`src/rtl/execute_stage.sv`:
```
// Execute stage of the 5-stage RV32I core: ID/EX register, forwarding muxes,
// ALU and EX/MEM register with bubble handling.

`ifndef ALU_ADD
`define ALU_ADD 3'b000
`endif
`ifndef ALU_SUB
`define ALU_SUB 3'b001
`endif
`ifndef ALU_AND
`define ALU_AND 3'b010
`endif
`ifndef ALU_OR
`define ALU_OR  3'b011
`endif
`ifndef ALU_XOR
`define ALU_XOR 3'b100
`endif

module execute_stage #(
  parameter int XLEN       = 32,
  parameter int REG_ADDR_W = 5
) (
  input  logic                  clk,
  input  logic                  rst_n,
  input  logic                  STALL,
  input  logic                  FLUSH,
  input  logic                  ID_VALID,
  input  logic [2:0]            ALU_CONTROL,
  input  logic                  ALU_SRC,
  input  logic [XLEN-1:0]       RS1_DATA,
  input  logic [XLEN-1:0]       RS2_DATA,
  input  logic [XLEN-1:0]       IMM,
  input  logic [REG_ADDR_W-1:0] RD,
  input  logic                  REG_WRITE,
  input  logic                  MEM_WRITE,
  input  logic                  MEM_TO_REG,
  input  logic [1:0]            FWD_A,
  input  logic [1:0]            FWD_B,
  input  logic [XLEN-1:0]       WB_DATA,
  output logic [XLEN-1:0]       EX_ALU_RESULT,
  output logic [XLEN-1:0]       EX_STORE_DATA,
  output logic [REG_ADDR_W-1:0] EX_RD,
  output logic                  EX_REG_WRITE,
  output logic                  EX_MEM_WRITE,
  output logic                  EX_MEM_TO_REG,
  output logic                  EX_VALID,
  output logic                  EX_ZERO
);

  logic                  ie_valid;
  logic [2:0]            ie_alu_control;
  logic                  ie_alu_src;
  logic [XLEN-1:0]       ie_rs1;
  logic [XLEN-1:0]       ie_rs2;
  logic [XLEN-1:0]       ie_imm;
  logic [REG_ADDR_W-1:0] ie_rd;
  logic                  ie_reg_write;
  logic                  ie_mem_write;
  logic                  ie_mem_to_reg;
  logic [1:0]            ie_fwd_a;
  logic [1:0]            ie_fwd_b;

  logic                  take;
  logic [XLEN-1:0]       op_a;
  logic [XLEN-1:0]       fb;
  logic [XLEN-1:0]       op_b;
  logic [XLEN-1:0]       alu_result;

  assign take = ID_VALID & ~FLUSH;

  always_ff @(posedge clk or negedge rst_n) begin
    if (!rst_n) begin
      ie_valid       <= 1'b0;
      ie_alu_control <= '0;
      ie_alu_src     <= 1'b0;
      ie_rs1         <= '0;
      ie_rs2         <= '0;
      ie_imm         <= '0;
      ie_rd          <= '0;
      ie_reg_write   <= 1'b0;
      ie_mem_write   <= 1'b0;
      ie_mem_to_reg  <= 1'b0;
      ie_fwd_a       <= '0;
      ie_fwd_b       <= '0;
    end else if (!STALL) begin
      ie_valid       <= take;
      ie_alu_control <= ALU_CONTROL;
      ie_alu_src     <= ALU_SRC;
      ie_rs1         <= RS1_DATA;
      ie_rs2         <= RS2_DATA;
      ie_imm         <= IMM;
      ie_rd          <= RD;
      ie_reg_write   <= REG_WRITE & take;
      ie_mem_write   <= MEM_WRITE & take;
      ie_mem_to_reg  <= MEM_TO_REG;
      ie_fwd_a       <= FWD_A;
      ie_fwd_b       <= FWD_B;
    end
  end

  // Forward select 2'b11 falls back to the ID/EX copy.
  always_comb begin
    op_a = ie_rs1;
    case (ie_fwd_a)
      2'b01:   op_a = EX_ALU_RESULT;
      2'b10:   op_a = WB_DATA;
      default: op_a = ie_rs1;
    endcase
    fb = ie_rs2;
    case (ie_fwd_b)
      2'b01:   fb = EX_ALU_RESULT;
      2'b10:   fb = WB_DATA;
      default: fb = ie_rs2;
    endcase
    op_b = ie_alu_src ? ie_imm : fb;
  end

  always_comb begin
    alu_result = op_a + op_b;
    case (ie_alu_control)
      `ALU_SUB: alu_result = op_a - op_b;
      `ALU_AND: alu_result = op_a & op_b;
      `ALU_OR:  alu_result = op_a | op_b;
      `ALU_XOR: alu_result = op_a ^ op_b;
      default:  alu_result = op_a + op_b;
    endcase
  end

  always_ff @(posedge clk or negedge rst_n) begin
    if (!rst_n) begin
      EX_ALU_RESULT <= '0;
      EX_STORE_DATA <= '0;
      EX_RD         <= '0;
      EX_REG_WRITE  <= 1'b0;
      EX_MEM_WRITE  <= 1'b0;
      EX_MEM_TO_REG <= 1'b0;
      EX_VALID      <= 1'b0;
      EX_ZERO       <= 1'b0;
    end else if (!STALL) begin
      EX_ALU_RESULT <= alu_result;
      EX_STORE_DATA <= fb;
      EX_RD         <= ie_rd;
      EX_REG_WRITE  <= ie_reg_write & ie_valid;
      EX_MEM_WRITE  <= ie_mem_write & ie_valid;
      EX_MEM_TO_REG <= ie_mem_to_reg;
      EX_VALID      <= ie_valid;
      EX_ZERO       <= (alu_result == '0);
    end
  end

endmodule

```
`config.mk`:
```
export PLATFORM = sky130hd
export DESIGN_NAME = execute_stage
export DESIGN_NICKNAME = d
export VERILOG_FILES = /design/src/rtl/execute_stage.sv
export SDC_FILE = /design/constraint.sdc
export NUM_CORES = 1
export LEC_CHECK = 0
export ABC_AREA = 1
export BUFFER_PORTS_ARGS = -buffer_cell sky130_fd_sc_hd__buf_2
export CAP_MARGIN = 20
export CORE_MARGIN = 2
export CORE_UTILIZATION = 50
export DETAILED_ROUTE_END_ITERATION = 10
export PLACE_DENSITY_LB_ADDON = 0.05
export SYNTH_ARGS = -nofsm -noshare
export SYNTH_HDL_FRONTEND = slang
export SYNTH_SLANG_ARGS = --single-unit
```
`constraint.sdc`:
```
create_clock -name clk -period 9.47 [get_ports clk]
set_clock_uncertainty 0.2 [all_clocks]
set_input_delay 0.4735 -clock clk [delete_from_list [all_inputs] [get_ports clk]]
set_output_delay 0.4735 -clock clk [all_outputs]
set_load 0.02 [all_outputs]
```
==> metrics.md <==
| Metric | Value |
|---|---|
| Die W | 169 um |
| Core area | approximately 27,000 um2 |
| Largest net degree at the start of global routing | ~90 |
| Slew Limit Fails | 0 |
| Unique masters post-synth | 46 |
| Reg2Reg Depth | 29 |
| DRT Pass-1 Iters | 5 |
| Yosys top cell by area | dfrtp_1 |
| Sequential fraction of the synthesis area | approximately a third |
| Hold_sp | RS1_DATA[26] |
| Post-CTS Hold Buffers | 2 |
| Placement Setup Slack | 3.86 ns |
| Final hold violation count | 0 |
| Overall Global Routing Usage | 32.6% |
| Worst-case clock buffer depth | 2 |
| Post-synthesis mux area share | 0% |
| Hold Path End | ie_rs1[26] |
| Vias in the first global route | between 10,000 and 15,000 |
| First-pass GRT wire length | about 72,000 um |
| CP required | just under 10 ns |
| Synth top area share | between 30% and 40% |
| CTS tree | done |
| Syn Inst Count | between 1,500 and 2,000 |
| Cell Pwr Density | roughly 240 nW/um2 |
| Worst path max stage delay | approximately 0.63 ns |
| # DRC | 0 |
| Worst R2R End | EX_ZERO |
| Hold Path Class | input port to register |
| Iteration-0 DRC Markers | between 1,000 and 1,500 |
| Lkg Pwr | between 8 and 9 nW |
| DP Cell Count | 2,431 |
| CP endpoint kind | register |
| Largest family of logic cells by synthesized area | simple AND/OR/NAND/NOR gates |
| Syn nets | between 2,000 and 2,500 |
| Synth warnings | 0 |
| Maximum net fanout on the critical path | between 70 and 80 |
| Vias/cell | ~5.6 |
| Port Buf Inserts | approximately 220 |
| Initial antenna violation count | 0 |
| Avg Inst Size Synth | between 7 and 8 um2 |
| GR Layer Usage met3 | 5.57% |
| Max-cap violations | 0 |
| Status | finished clean |
| Crit share post-route | between 50 and 60% |
| Final Cell Area | 15,600 um2 |
| Num CTS Buffers | 17 |
| Worst VDD drop | 0.000118 V |
| RSZ-0062 raised after global routing | no |
| Post-DRT Antenna Nets | 0 |
| Setup slack, reg-to-reg | 3.85 ns |
| Xor-xnor portion of the synthesized cell area | between 2 and 2.5% |
| Ant. Diodes | 0 |
| Reg clk slew, reported paths | approximately 0.09 ns |
| Worst setup margin | a little under 4 ns |
| Synth top area cells | dfrtp_1 (34%), nand2_1 (21%), ha_1 (9.8%) |
| Area delta synth->final | 14.0% |
| Final design utilization | between 50% and 60% |
| Die ar. | between 20,000 and 30,000 um2 |
| Die Y-Extent | around 170 um |
| # IOs | between 200 and 250 |
| Grt ovf | 0 |
| Post-synthesis simple-gate area fraction | between 30 and 40% |
| Post-cts sizing count | 0 |
| Vias | between 10,000 and 15,000 |
| Share of post-route cells with drive strength above 1 | between 10% and 20% |
| Seq cells post-synth | approximately 190 |
| Placed inst area | 15,000 um2 |
| Starting Density | 50.8% |
| Filler cells | ~2,600 |
| CP max-delay cell | buf_4 |
| Met2 Use GR | between 40% and 50% |
| Number of post-CTS setup repair buffers | 0 |
| Hold path cells | 3 |
| Post-Route WL | about 46,000 um |
| Met1 usage | between 50% and 60% |
| Setup TNS | 0 ns |
| Data arrival, critical path | 5.81 ns |
| Final Non-Filler Cells | between 2,000 and 2,500 |
| H-tree depth | 4 |
| Crit Path Category | register to register |
| Least-Margin Pin Slew | 1.11 ns |
| Critical Path Most Common Cell | nand3_1 |
| Num Clock Sinks | between 150 and 200 |
| Compound-Gate Fraction of Synth Area | about 14% |
| Gpl congestion | between 0.9 and 1 |
| Drt wl/cell | around 19 um |
| Reg-to-reg startpoint | ie_fwd_b[0] |
| Core Rows | 60 |
| Clk root buf | clkbuf_16 |
| Net count, final | around 2,400 |
| Final setup viols | 0 |
| Startpoint types | register |
| DP HPWL | between 30,000 and 40,000 um |
| Worst-skew pair later-pin latency | roughly 0.44 ns |
| Clock period minus worst slack | approximately 5.6 ns |
| Adder-Cell Fraction of Synth Area | under 10% |
| Cell area after synthesis | approximately 14,000 um2 |
| Layer with the highest usage | met1 |
| Rel. slew slack | 25.0% |
| Fmax achieved | approximately 180 MHz |
==> area by class of cell <==
type	count	area, um2	share of cell area (%)
multi-input combinational	1479	7890	50.6
sequential	187	4680	30.0
timing repair buffer	240	1270	8.16
inverter	186	714	4.58
tap	341	427	2.73
clock buffer	17	425	2.73
clock inverter	15	193	1.24
==> worst max-delay path: cells and delay by family, from the launching register on <==
family	cells	cell delay, ns
DFF	1	0.35
xor gates and xnor gates	1	0.16
adders and majority gates	2	0.72
and+or+nand+nor	19	2.88
AOI/OAI and AO/OA	2	0.23
buffers and inverters	5	1.01
==> cell usage after synthesis (all sizes together) <==
master and count:
o2111ai 4, nand3b 7, inv 184, nand3 109, a211oi 1, or2 2
o211ai 30, ha 107, a31oi 11, o21a 2, nand4 13, a221o 31
o22ai 2, clkinv 1, nor2 111, dfrtp 187, fa 1, xor2 36
o21bai 4, o31ai 1, bufinv 1, a21o 2, o21ai 160, nor3 13
nand2 775, buf 24, a221oi 10, a21oi 45, a21boi 1, nor4 1
clkbuf 65
==> through the flow <==
| step | power, mW | hold WS [ns] |
|---|---|---|
| 6_report | 3.75 | 0.0154 |
| 5_1_grt | 4.03 | 0.0227 |
| 4_1_cts | 3.73 | 0.00336 |
| 3_5_place_dp | 2.97 | 0.258 |
| 3_3_place_gp | 2.95 | 0.252 |
| 2_1_floorplan | 2.34 | -0.0221 |
==> layout by cell type (no fill, tap or decap), types with 5 or more instances in the layout <==
| cell type | n |
|---|---|
| o21ai_2 | 8 |
| dfrtp_1 | 187 |
| nand4_1 | 11 |
| nand2_1 | 749 |
| clkinv_8 | 5 |
| buf_4 | 15 |
| o211ai_1 | 19 |
| a221oi_1 | 10 |
| o21ai_1 | 10 |
| nand3_1 | 99 |
| nand2_2 | 25 |
| a31oi_1 | 11 |
| ha_1 | 107 |
| nor3_1 | 12 |
| nand3_2 | 10 |
| xor2_1 | 36 |
| inv_2 | 7 |
| nor2_1 | 101 |
| clkbuf_16 | 17 |
| nand3b_1 | 7 |
| nor2_2 | 7 |
| o211ai_2 | 11 |
| buf_2 | 220 |
| o21ai_0 | 142 |
| inv_1 | 176 |
| a221o_1 | 31 |
| a21oi_1 | 45 |
==> per-layer routing <==
metal	vias to the layer above	wire (um)
li1	6610	-
met1	6430	22100
met2	611	18900
met3	56	4220
met4	0	948
met5	-	0
==> kinds of logic after synthesis <==
kind of cell    Yosys count
compound gates          304
xor+xnor                 36
fa+ha+maj               108
buf+inv                 275
flops                   187
simple gates           1031
==> worst max-delay path by stage <==
| stage | slack (ns) | cells after the start | startpoint | end |
|---|---|---|---|---|
| after detailed placement | 3.86 | 29 | ie_fwd_b[0] | EX_ZERO |
| after global routing | 3.40 | 29 | ie_fwd_b[0] | EX_ZERO |
| after global placement | 3.91 | 29 | ie_fwd_b[0] | EX_ZERO |
| final | 3.85 | 29 | ie_fwd_b[0] | EX_ZERO |
| after CTS | 3.85 | 29 | ie_fwd_b[0] | EX_ZERO |
| after floorplan | 5.50 | 30 | ie_fwd_b[0] | EX_ZERO |
==> report_power, final <==
part / leakage, nW / switching, mW / internal, mW
logic: 5.97 / 1.29 / 0.604
registers: 2.29 / 0.166 / 0.937
clock network: 0.293 / 0.393 / 0.363
(Power assumes the default switching activity.)
